`src/rtl/draw_sequencer_if.sv`:
```
// Bundle of the sequencer's stage handshakes, source pixel streams and adapter-side outputs.
interface draw_sequencer_if #(
  parameter int CNT_W = 16
) ();
  logic             go;
  logic             fill_start;
  logic             fill_done;
  logic [7:0]       fill_x;
  logic [6:0]       fill_y;
  logic [2:0]       fill_col;
  logic             fill_plot;
  logic             shp_start;
  logic             shp_done;
  logic [7:0]       shp_x;
  logic [6:0]       shp_y;
  logic [2:0]       shp_col;
  logic             shp_plot;
  logic [7:0]       vga_x;
  logic [6:0]       vga_y;
  logic [2:0]       vga_colour;
  logic             vga_plot;
  logic             busy;
  logic             done;
  logic             err;
  logic [CNT_W-1:0] clip_count;

  modport master (
    input  go, fill_done, fill_x, fill_y, fill_col, fill_plot,
           shp_done, shp_x, shp_y, shp_col, shp_plot,
    output fill_start, shp_start, vga_x, vga_y, vga_colour, vga_plot,
           busy, done, err, clip_count
  );

  modport slave (
    output go, fill_done, fill_x, fill_y, fill_col, fill_plot,
           shp_done, shp_x, shp_y, shp_col, shp_plot,
    input  fill_start, shp_start, vga_x, vga_y, vga_colour, vga_plot,
           busy, done, err, clip_count
  );
endinterface

```
`src/rtl/draw_sequencer.sv`:
```
// Frame controller: runs the fill stage then the shape stage, muxes their pixels to the
// VGA adapter with clipping, and aborts a stage that never signals done.
module draw_sequencer #(
  parameter int SCR_W   = 160,
  parameter int SCR_H   = 120,
  parameter int TIMEOUT = 32768,
  parameter int CNT_W   = 16
) (
  input  logic             clk,
  input  logic             rst_n,
  draw_sequencer_if.master bus
);
  localparam int                WD_W    = $clog2(TIMEOUT + 1);
  localparam logic [WD_W-1:0]   WD_LAST = WD_W'(TIMEOUT - 1);
  localparam logic [8:0]        X_LIM   = 9'(SCR_W);
  localparam logic [7:0]        Y_LIM   = 8'(SCR_H);

  typedef enum logic [2:0] {
    IDLE, F_RUN, F_REL, S_RUN, S_REL, DONE, ERR
  } state_t;

  state_t           state_q;
  logic             fill_start_q, shp_start_q, busy_q, done_q, err_q;
  logic [WD_W-1:0]  wdog_q;

  always_ff @(posedge clk or negedge rst_n) begin
    if (!rst_n) begin
      state_q      <= IDLE;
      fill_start_q <= 1'b0;
      shp_start_q  <= 1'b0;
      busy_q       <= 1'b0;
      done_q       <= 1'b0;
      err_q        <= 1'b0;
      wdog_q       <= '0;
    end else begin
      case (state_q)
        IDLE: if (bus.go) begin
          state_q      <= F_RUN;
          fill_start_q <= 1'b1;
          busy_q       <= 1'b1;
          wdog_q       <= '0;
        end
        F_RUN: if (bus.fill_done) begin
          state_q      <= F_REL;
          fill_start_q <= 1'b0;
        end else if (wdog_q == WD_LAST) begin
          state_q      <= ERR;
          fill_start_q <= 1'b0;
          busy_q       <= 1'b0;
          err_q        <= 1'b1;
        end else begin
          wdog_q <= wdog_q + 1'b1;
        end
        F_REL: if (!bus.fill_done) begin
          state_q     <= S_RUN;
          shp_start_q <= 1'b1;
          wdog_q      <= '0;
        end
        S_RUN: if (bus.shp_done) begin
          state_q     <= S_REL;
          shp_start_q <= 1'b0;
        end else if (wdog_q == WD_LAST) begin
          state_q     <= ERR;
          shp_start_q <= 1'b0;
          busy_q      <= 1'b0;
          err_q       <= 1'b1;
        end else begin
          wdog_q <= wdog_q + 1'b1;
        end
        S_REL: if (!bus.shp_done) begin
          state_q <= DONE;
          busy_q  <= 1'b0;
          done_q  <= 1'b1;
        end
        DONE: begin
          state_q <= IDLE;
          done_q  <= 1'b0;
        end
        ERR: state_q <= ERR;
        default: begin
          state_q      <= IDLE;
          fill_start_q <= 1'b0;
          shp_start_q  <= 1'b0;
          busy_q       <= 1'b0;
          done_q       <= 1'b0;
          err_q        <= 1'b0;
        end
      endcase
    end
  end

  // Only the stage owning the current state may drive pixels; the other is ignored.
  logic       src_plot;
  logic [7:0] src_x;
  logic [6:0] src_y;
  logic [2:0] src_col;
  logic       in_range;

  always_comb begin
    src_plot = 1'b0;
    src_x    = '0;
    src_y    = '0;
    src_col  = '0;
    case (state_q)
      F_RUN, F_REL: begin
        src_plot = bus.fill_plot;
        src_x    = bus.fill_x;
        src_y    = bus.fill_y;
        src_col  = bus.fill_col;
      end
      S_RUN, S_REL: begin
        src_plot = bus.shp_plot;
        src_x    = bus.shp_x;
        src_y    = bus.shp_y;
        src_col  = bus.shp_col;
      end
      default: ;
    endcase
    in_range = ({1'b0, src_x} < X_LIM) && ({1'b0, src_y} < Y_LIM);
  end

  logic [7:0]       vga_x_q;
  logic [6:0]       vga_y_q;
  logic [2:0]       vga_col_q;
  logic             vga_plot_q;
  logic [CNT_W-1:0] clip_q;

  always_ff @(posedge clk or negedge rst_n) begin
    if (!rst_n) begin
      vga_x_q    <= '0;
      vga_y_q    <= '0;
      vga_col_q  <= '0;
      vga_plot_q <= 1'b0;
      clip_q     <= '0;
    end else begin
      vga_plot_q <= src_plot && in_range;
      if (src_plot && in_range) begin
        vga_x_q   <= src_x;
        vga_y_q   <= src_y;
        vga_col_q <= src_col;
      end
      // Frame start clears the clip tally; otherwise count clipped pixels, saturating.
      if (state_q == IDLE && bus.go)
        clip_q <= '0;
      else if (src_plot && !in_range && clip_q != '1)
        clip_q <= clip_q + 1'b1;
    end
  end

  assign bus.fill_start = fill_start_q;
  assign bus.shp_start  = shp_start_q;
  assign bus.busy       = busy_q;
  assign bus.done       = done_q;
  assign bus.err        = err_q;
  assign bus.vga_x      = vga_x_q;
  assign bus.vga_y      = vga_y_q;
  assign bus.vga_colour = vga_col_q;
  assign bus.vga_plot   = vga_plot_q;
  assign bus.clip_count = clip_q;
endmodule

```
`src/flat_wrapper.sv`:
```
// flat-port wrapper written by rule: the top's interface ports become plain ports
module draw_sequencer_flat 
#(
  parameter int SCR_W   = 160,
  parameter int SCR_H   = 120,
  parameter int TIMEOUT = 32768,
  parameter int CNT_W   = 16
)
  (clk, rst_n, bus_go, bus_fill_done, bus_fill_x, bus_fill_y, bus_fill_col, bus_fill_plot, bus_shp_done, bus_shp_x, bus_shp_y, bus_shp_col, bus_shp_plot, bus_fill_start, bus_shp_start, bus_vga_x, bus_vga_y, bus_vga_colour, bus_vga_plot, bus_busy, bus_done, bus_err, bus_clip_count);
  draw_sequencer_if #(.CNT_W(CNT_W)) bus_i ();
  input  logic clk;
  input  logic rst_n;
  input wire logic [$bits(bus_i.go)-1:0] bus_go;
  input wire logic [$bits(bus_i.fill_done)-1:0] bus_fill_done;
  input wire logic [$bits(bus_i.fill_x)-1:0] bus_fill_x;
  input wire logic [$bits(bus_i.fill_y)-1:0] bus_fill_y;
  input wire logic [$bits(bus_i.fill_col)-1:0] bus_fill_col;
  input wire logic [$bits(bus_i.fill_plot)-1:0] bus_fill_plot;
  input wire logic [$bits(bus_i.shp_done)-1:0] bus_shp_done;
  input wire logic [$bits(bus_i.shp_x)-1:0] bus_shp_x;
  input wire logic [$bits(bus_i.shp_y)-1:0] bus_shp_y;
  input wire logic [$bits(bus_i.shp_col)-1:0] bus_shp_col;
  input wire logic [$bits(bus_i.shp_plot)-1:0] bus_shp_plot;
  output wire logic [$bits(bus_i.fill_start)-1:0] bus_fill_start;
  output wire logic [$bits(bus_i.shp_start)-1:0] bus_shp_start;
  output wire logic [$bits(bus_i.vga_x)-1:0] bus_vga_x;
  output wire logic [$bits(bus_i.vga_y)-1:0] bus_vga_y;
  output wire logic [$bits(bus_i.vga_colour)-1:0] bus_vga_colour;
  output wire logic [$bits(bus_i.vga_plot)-1:0] bus_vga_plot;
  output wire logic [$bits(bus_i.busy)-1:0] bus_busy;
  output wire logic [$bits(bus_i.done)-1:0] bus_done;
  output wire logic [$bits(bus_i.err)-1:0] bus_err;
  output wire logic [$bits(bus_i.clip_count)-1:0] bus_clip_count;
  assign bus_i.go = bus_go;
  assign bus_i.fill_done = bus_fill_done;
  assign bus_i.fill_x = bus_fill_x;
  assign bus_i.fill_y = bus_fill_y;
  assign bus_i.fill_col = bus_fill_col;
  assign bus_i.fill_plot = bus_fill_plot;
  assign bus_i.shp_done = bus_shp_done;
  assign bus_i.shp_x = bus_shp_x;
  assign bus_i.shp_y = bus_shp_y;
  assign bus_i.shp_col = bus_shp_col;
  assign bus_i.shp_plot = bus_shp_plot;
  assign bus_fill_start = bus_i.fill_start;
  assign bus_shp_start = bus_i.shp_start;
  assign bus_vga_x = bus_i.vga_x;
  assign bus_vga_y = bus_i.vga_y;
  assign bus_vga_colour = bus_i.vga_colour;
  assign bus_vga_plot = bus_i.vga_plot;
  assign bus_busy = bus_i.busy;
  assign bus_done = bus_i.done;
  assign bus_err = bus_i.err;
  assign bus_clip_count = bus_i.clip_count;
  draw_sequencer #(.SCR_W(SCR_W), .SCR_H(SCR_H), .TIMEOUT(TIMEOUT), .CNT_W(CNT_W)) u_core (.clk(clk), .rst_n(rst_n), .bus(bus_i));
endmodule
```
`config.mk`:
```
export PLATFORM = sky130hd
export DESIGN_NAME = draw_sequencer_flat
export DESIGN_NICKNAME = d
export VERILOG_FILES = /design/src/rtl/draw_sequencer_if.sv /design/src/rtl/draw_sequencer.sv /design/src/flat_wrapper.sv
export SDC_FILE = /design/constraint.sdc
export NUM_CORES = 1
export LEC_CHECK = 0
export ABC_AREA = 1
export ABC_CLOCK_PERIOD_IN_PS = 3630
export CAP_MARGIN = 20
export CORE_AREA = 2 2 72 102
export DETAILED_ROUTE_END_ITERATION = 16
export DIE_AREA = 0 0 74 104
export MAX_ROUTING_LAYER = met4
export PLACE_DENSITY = 0.85
export RECOVER_POWER = 25
export SYNTH_ARGS = -nofsm -noshare
export SYNTH_HDL_FRONTEND = slang
export SYNTH_SLANG_ARGS = --single-unit
export TNS_END_PERCENT = 50
```
`constraint.sdc`:
```
create_clock -name clk -period 3.63 [get_ports clk]
set_input_delay 0.9075 -clock clk [delete_from_list [all_inputs] [get_ports clk]]
set_output_delay 0.9075 -clock clk [all_outputs]
set_load 0.01 [all_outputs]
```
; Word-level counts from Yosys, hierarchy flattened
; Cells that the tools add are included.
[op_classes]
n_addsub = 2
magnitude_cmp = 2
eq_ne = 15
mux = 37
bitwise_logic = 5
n_reduce_logical = 23
[op_table]
columns = operator, n
row1 = $mux 16, 7
row2 = $pmux 16 s4, 1
row3 = $add 16x1->16 const B, 2
row4 = $reduce_or 5->1, 4
row5 = $mux 3, 6
row6 = $pmux 3 s6, 1
row7 = $eq 16x15->1 const B, 1
row8 = $ne 16x16->1 const B, 1
row9 = $pmux 8 s2, 1
row10 = $pmux 7 s2, 1
row11 = $mux 1, 13
row12 = $reduce_and 3->1, 4
row13 = $ne 2x2->1 const B, 5
row14 = $reduce_and 5->1, 2
row15 = $eq 3x3->1 const B, 3
row16 = $pmux 1 s3, 3
row17 = $lt 8x8->1 const B, 1
row18 = $lt 7x7->1 const B, 1
row19 = $eq 3x2->1 const B, 2
row20 = $ne 3x2->1 const B, 2
row21 = $pmux 3 s2, 1
row22 = $logic_and 1x1->1, 5
row23 = $not 1->1, 5
row24 = $pmux 1 s5, 1
row25 = 9 further kinds, 11
[totals]
register_bits = 59
in_bits = 43
elab_cells = 96

; Longest topological paths before layout
[logic_depth]
ltp_word = 10
ltp_mapped = 15
depth_no_buf = 12

; Least setup slack after synthesis
; OpenSTA, ideal clock, no wires.
[synth_path]
kind = input-to-reg
startpoint = in bus_shp_done
endpoint = reg u_core.wdog_q[11]
arrival_ns = 1.702
slack_ns = 1.812
stages = 7
n_path_buf = 1
path_cell_list = a22oi_2 -> nand4_1 -> inv_1 -> nand2_1 -> buf_4 -> nand2_1 -> nand2_1
[synth_between]
elab_chain_len = 2
[synth_rtl]
columns = element, line
row1 = start: declaration, flat_wrapper.sv:19  ; input wire logic [$bits(bus_i.shp_done)-1:0] bus_shp_done;
row2 = $ne 2x2->1 (no source line), n/a
row3 = $reduce_and 5->1 (no source line), n/a
row4 = end signal: assignment, draw_sequencer.sv:52  ; wdog_q <= wdog_q + 1'b1;
row5 = end signal: assignment, draw_sequencer.sv:68  ; wdog_q <= wdog_q + 1'b1;
row6 = end: declaration, draw_sequencer.sv:24  ; logic [WD_W-1:0] wdog_q;
; No other way between the ends.
; A chain may end at the register's enable or synchronous reset.

; Worst setup path in the final report
[layout_path]
startpoint = reg u_core.state_q[0]
endpoint = reg u_core.clip_q[6], in the netlist u_core.bus.clip_count[6]
[layout_between]
elab_chain_len = 9
word_cells_on_any_way = 19
[layout_rtl]
columns = element, line
row1 = start: declaration, draw_sequencer.sv:22  ; state_t state_q;
row2 = start signal: assignment, draw_sequencer.sv:28  ; state_q <= IDLE;
row3 = start signal: assignment, draw_sequencer.sv:38  ; state_q <= F_RUN;
row4 = start signal: assignment, draw_sequencer.sv:44  ; state_q <= F_REL;
row5 = "$eq 3x2->1, or another cell as far along", draw_sequencer.sv:104  ; case (state_q)
row6 = $reduce_or 2->1, draw_sequencer.sv:104
row7 = $pmux 8 s2 / $pmux 7 s2 (equally long branches), draw_sequencer.sv:104
row8 = $lt 8x8->1 / $lt 7x7->1 (equally long branches), draw_sequencer.sv:119  ; in_range = ({1'b0, src_x} < X_LIM) && ({1'b0, src_y} < Y_LIM);
row9 = $logic_and 1x1->1, draw_sequencer.sv:119
row10 = $logic_not 1->1, draw_sequencer.sv:145  ; else if (src_plot && !in_range && clip_q != '1)
row11 = $logic_and 1x1->1 (2 in a row), draw_sequencer.sv:145
row12 = $reduce_bool 2->1 (no source line), n/a
row13 = end signal: assignment, draw_sequencer.sv:146  ; clip_q <= clip_q + 1'b1;
row14 = end: declaration, draw_sequencer.sv:126  ; logic [CNT_W-1:0] clip_q;
; Several ways; a longest one is shown, not always the timed one.

==> flow_summary_export.csv <==
group,metric,value,unit
logic_synthesis,async_flop_share,1.00,
hold_path,hold_class,"reg2reg",
sta,hold_viol,0,
layout,nFillCells,591,
critical_path,cp.required,3870,ps
layout,layout-drive-gt1-share,0.0669,
clock_tree,cts_hold_buf,0,
global_routing,grt_pass1_vias,3492,
sta,fin_worst_skew,8.40,ps
sta,hold_slack,478,ps
global_routing,grt_max_degree,32,
global_routing,track_usage,0.271,
logic_synthesis,yosysMostFrequentCell,"nand2_1",
clock_tree,ctsLongestPathBuffers,2,
global_routing,grtUsageMet2,0.457,
logic_synthesis,syn_nets,529,
logic_synthesis,yosysSeqAreaShare,0.414,
layout,fin_nets,610,
clock_tree,cts_sinks,59,
logic_synthesis,synth_area,3560,sq um
sta,post-route-period-util,0.667,
sta,tightest_slew,1190,ps
critical_path,critPathLaunchType,"flip-flop",
place,hpwl,6.96,mm
layout,num_antenna_cells,0,
sta,setup_tns,0,ps
detailed_routing,drt_drc_violations_left,0,
sta,slew_viol_final,0,
detailed_routing,dr.pass1.iters,4,
floorplan,die_x,74,microns
logic_synthesis,synth_edf_count,0,
pwr,power_density,638,nW/um^2
place,gp_congestion,0.959,
logic_synthesis,yosysTopAreaCell,"dfrtp_1",
logic_synthesis,yosys_most_used_dff,"dfrtp_1",
pwr,ir_worst_vdd,0.000494,V
global_routing,antenna_found_initial,0,
global_routing,gr-total-overflow,0,
clock_tree,cts_root_buffer,"clkbuf_8",
global_routing,use_met3,0.0736,
sta,worst_slew_margin_rel,0.208,
floorplan,ios,83,
critical_path,end_kind,"flip-flop",
layout,utilization,0.674,
floorplan,num_rows,36,
logic_synthesis,synth_cell_types,33,
sta,rsz0062_at_grt,"no",
logic_synthesis,syn_area_per_cell,7.36,sq um
logic_synthesis,netlist_instances,484,
global_routing,top_usage_layer,"met2",
critical_path,arrival,2660,ps
clock_tree,numCtsBuffers,9,
run_status,status,"finished clean",
sta,max_freq,0.413,GHz
floorplan,die_area,7700,sq um
clock_tree,cts_setup_buffers,0,
detailed_routing,routed_wl,9.50,mm
logic_synthesis,ys_ff_latch,59,
pwr,p_leak,2.17,nW
clock_tree,cts-resized-gates,0,
flow_run,maxCapViolations,0,
global_routing,grt_pass1_wl,15.7,mm
clock_tree,htree_levels,3,
critical_path,critical_path_peak_fanout,17,
logic_synthesis,yosys-top-cells-count,"nand2_1 (180), dfrtp_1 (59), nor2_1 (50)",
logic_synthesis,ys_warn_count,0,
pwr,p_total,0.00293,W
sta,fin_crit,2420,ps
detailed_routing,num_vias,3552,
clock_tree,path_clk_slew,60,ps
floorplan,initial_core_util,0.524,
floorplan,coreArea,6800,sq um
layout,areaGrowthSynthToFinish,28.7,%
detailed_routing,post_drt_wl_per_cell,14.3,microns
sta,setup_violations,0,
detailed_routing,viasPerCell,5.36,
clock_tree,clock_latency,350,ps
floorplan,fp.dieH,104,microns
clock_tree,cts_tree,"done",
critical_path,criticalPathCategory,"reg2reg",
logic_synthesis,ys_top_cells_by_area,"dfrtp_1 (41%), nand2_1 (19%), nand3_1 (6.3%)",
place,portBuffers,82,
detailed_routing,ant_nets,0,
global_routing,gr-usage-met1,0.292,
detailed_routing,drtIter0Drc,232,
logic_synthesis,synth_top_area_share,0.414,
## stage by stage
step | cells | setup slack (ps) | instance area (sq um)
after CTS | 663 | 1250 | 4590
after global routing | 663 | 969 | 4580
after global placement | 649 | 1040 | 4430
final | 663 | 1210 | 4580
after detailed placement | 649 | 985 | 4430
after floorplan | 484 | 1810 | 3560
## placed cells by master (no fill, tap or decap), drive strengths merged, types with 3 or more instances in the layout
cell type      synthesis  final
nand2                188    188
clkdlybuf4s50          0     81
dfrtp                 59     59
nor2                  52     52
nand3                 49     49
inv                   32     32
nand4                 22     22
xor2                  19     19
clkbuf                 6     14
o21ai                 13     13
a22o                  11     11
nor3                  10     10
xnor2                  4      4
clkinv                 0      3
## layer usage
layer  share of wire  wire length [microns]
met1            0.40                   3780
met2            0.52                   4930
met3           0.054                    510
met4           0.029                    276
met5               0                      0
## report_power, final
part / leakage, nW / switching [W] / internal (W)
combinational: 1.29 / 0.000976 / 0.000525
sequential: 0.797 / 0.000108 / 0.000793
clock: 0.0908 / 0.000251 / 0.000273
## flip-flops by register name, indices dropped and copies added, names as in the netlist
name,cells
u_core.bus.vga_colour,3
u_core.bus.vga_x,8
u_core.bus.vga_plot,1
u_core.bus.shp_start,1
u_core.bus.vga_y,7
u_core.state_q,3
u_core.bus.busy,1
u_core.bus.fill_start,1
u_core.bus.clip_count,16
u_core.wdog_q,16
u_core.bus.done,1
u_core.bus.err,1
## logic make-up after synthesis
| kind of cell | after synthesis | share of synthesized area |
|---|---|---|
| AND/OR/NAND/NOR | 324 | 0.401 |
| flip-flops | 59 | 0.414 |
| buffers and inverters | 47 | 0.0607 |
| XOR/XNOR | 23 | 0.0565 |
| adder cells (fa/ha/maj) | 2 | 0.00702 |
| multiplexers | 1 | 0.00281 |
| AO/OA/AOI/OAI | 28 | 0.0579 |
## worst paths after layout
path / startpoint / end / slack, ps / cells past startpoint
min in group asynchronous: rst_n / u_core.wdog_q[6]$_DFFE_PN0P_ / 680 / 1
setup / recovery: u_core.state_q[0]$_DFFE_PN0P_ / u_core.bus.clip_count[6]$_DFFE_PN0P_ / 1210 / 11
setup reg to reg: u_core.state_q[0]$_DFFE_PN0P_ / u_core.bus.clip_count[6]$_DFFE_PN0P_ / 1210 / 11
hold reg to reg: u_core.bus.fill_start$_DFFE_PN0P_ / u_core.bus.fill_start$_DFFE_PN0P_ / 480 / 2
hold / removal: u_core.bus.fill_start$_DFFE_PN0P_ / u_core.bus.fill_start$_DFFE_PN0P_ / 480 / 2
max in group asynchronous: rst_n / u_core.wdog_q[0]$_DFFE_PN0P_ / 1370 / 2
## worst max-delay path, cell delays in order (launching register included)
cell     delay [ps]
dfrtp_1         500
nand2_1         140
nor2_2          170
inv_2            50
nand2_1         440
nand2_1         130
nand2_2         130
o21ai_1          90
inv_2           270
nand2_4         190
nand3_1         120
nand2_1          60
## area by class of cell
cell class / instances / area, sq um / area share
multi-input combinational: 378 / 1870 / 0.408
inverter: 32 / 123 / 0.0267
tap: 95 / 119 / 0.0259
clock inverter: 3 / 15.0 / 0.00328
clock buffer: 11 / 151 / 0.0330
timing repair buffer: 85 / 830 / 0.181
sequential: 59 / 1480 / 0.322
(Power assumes the default switching activity.)
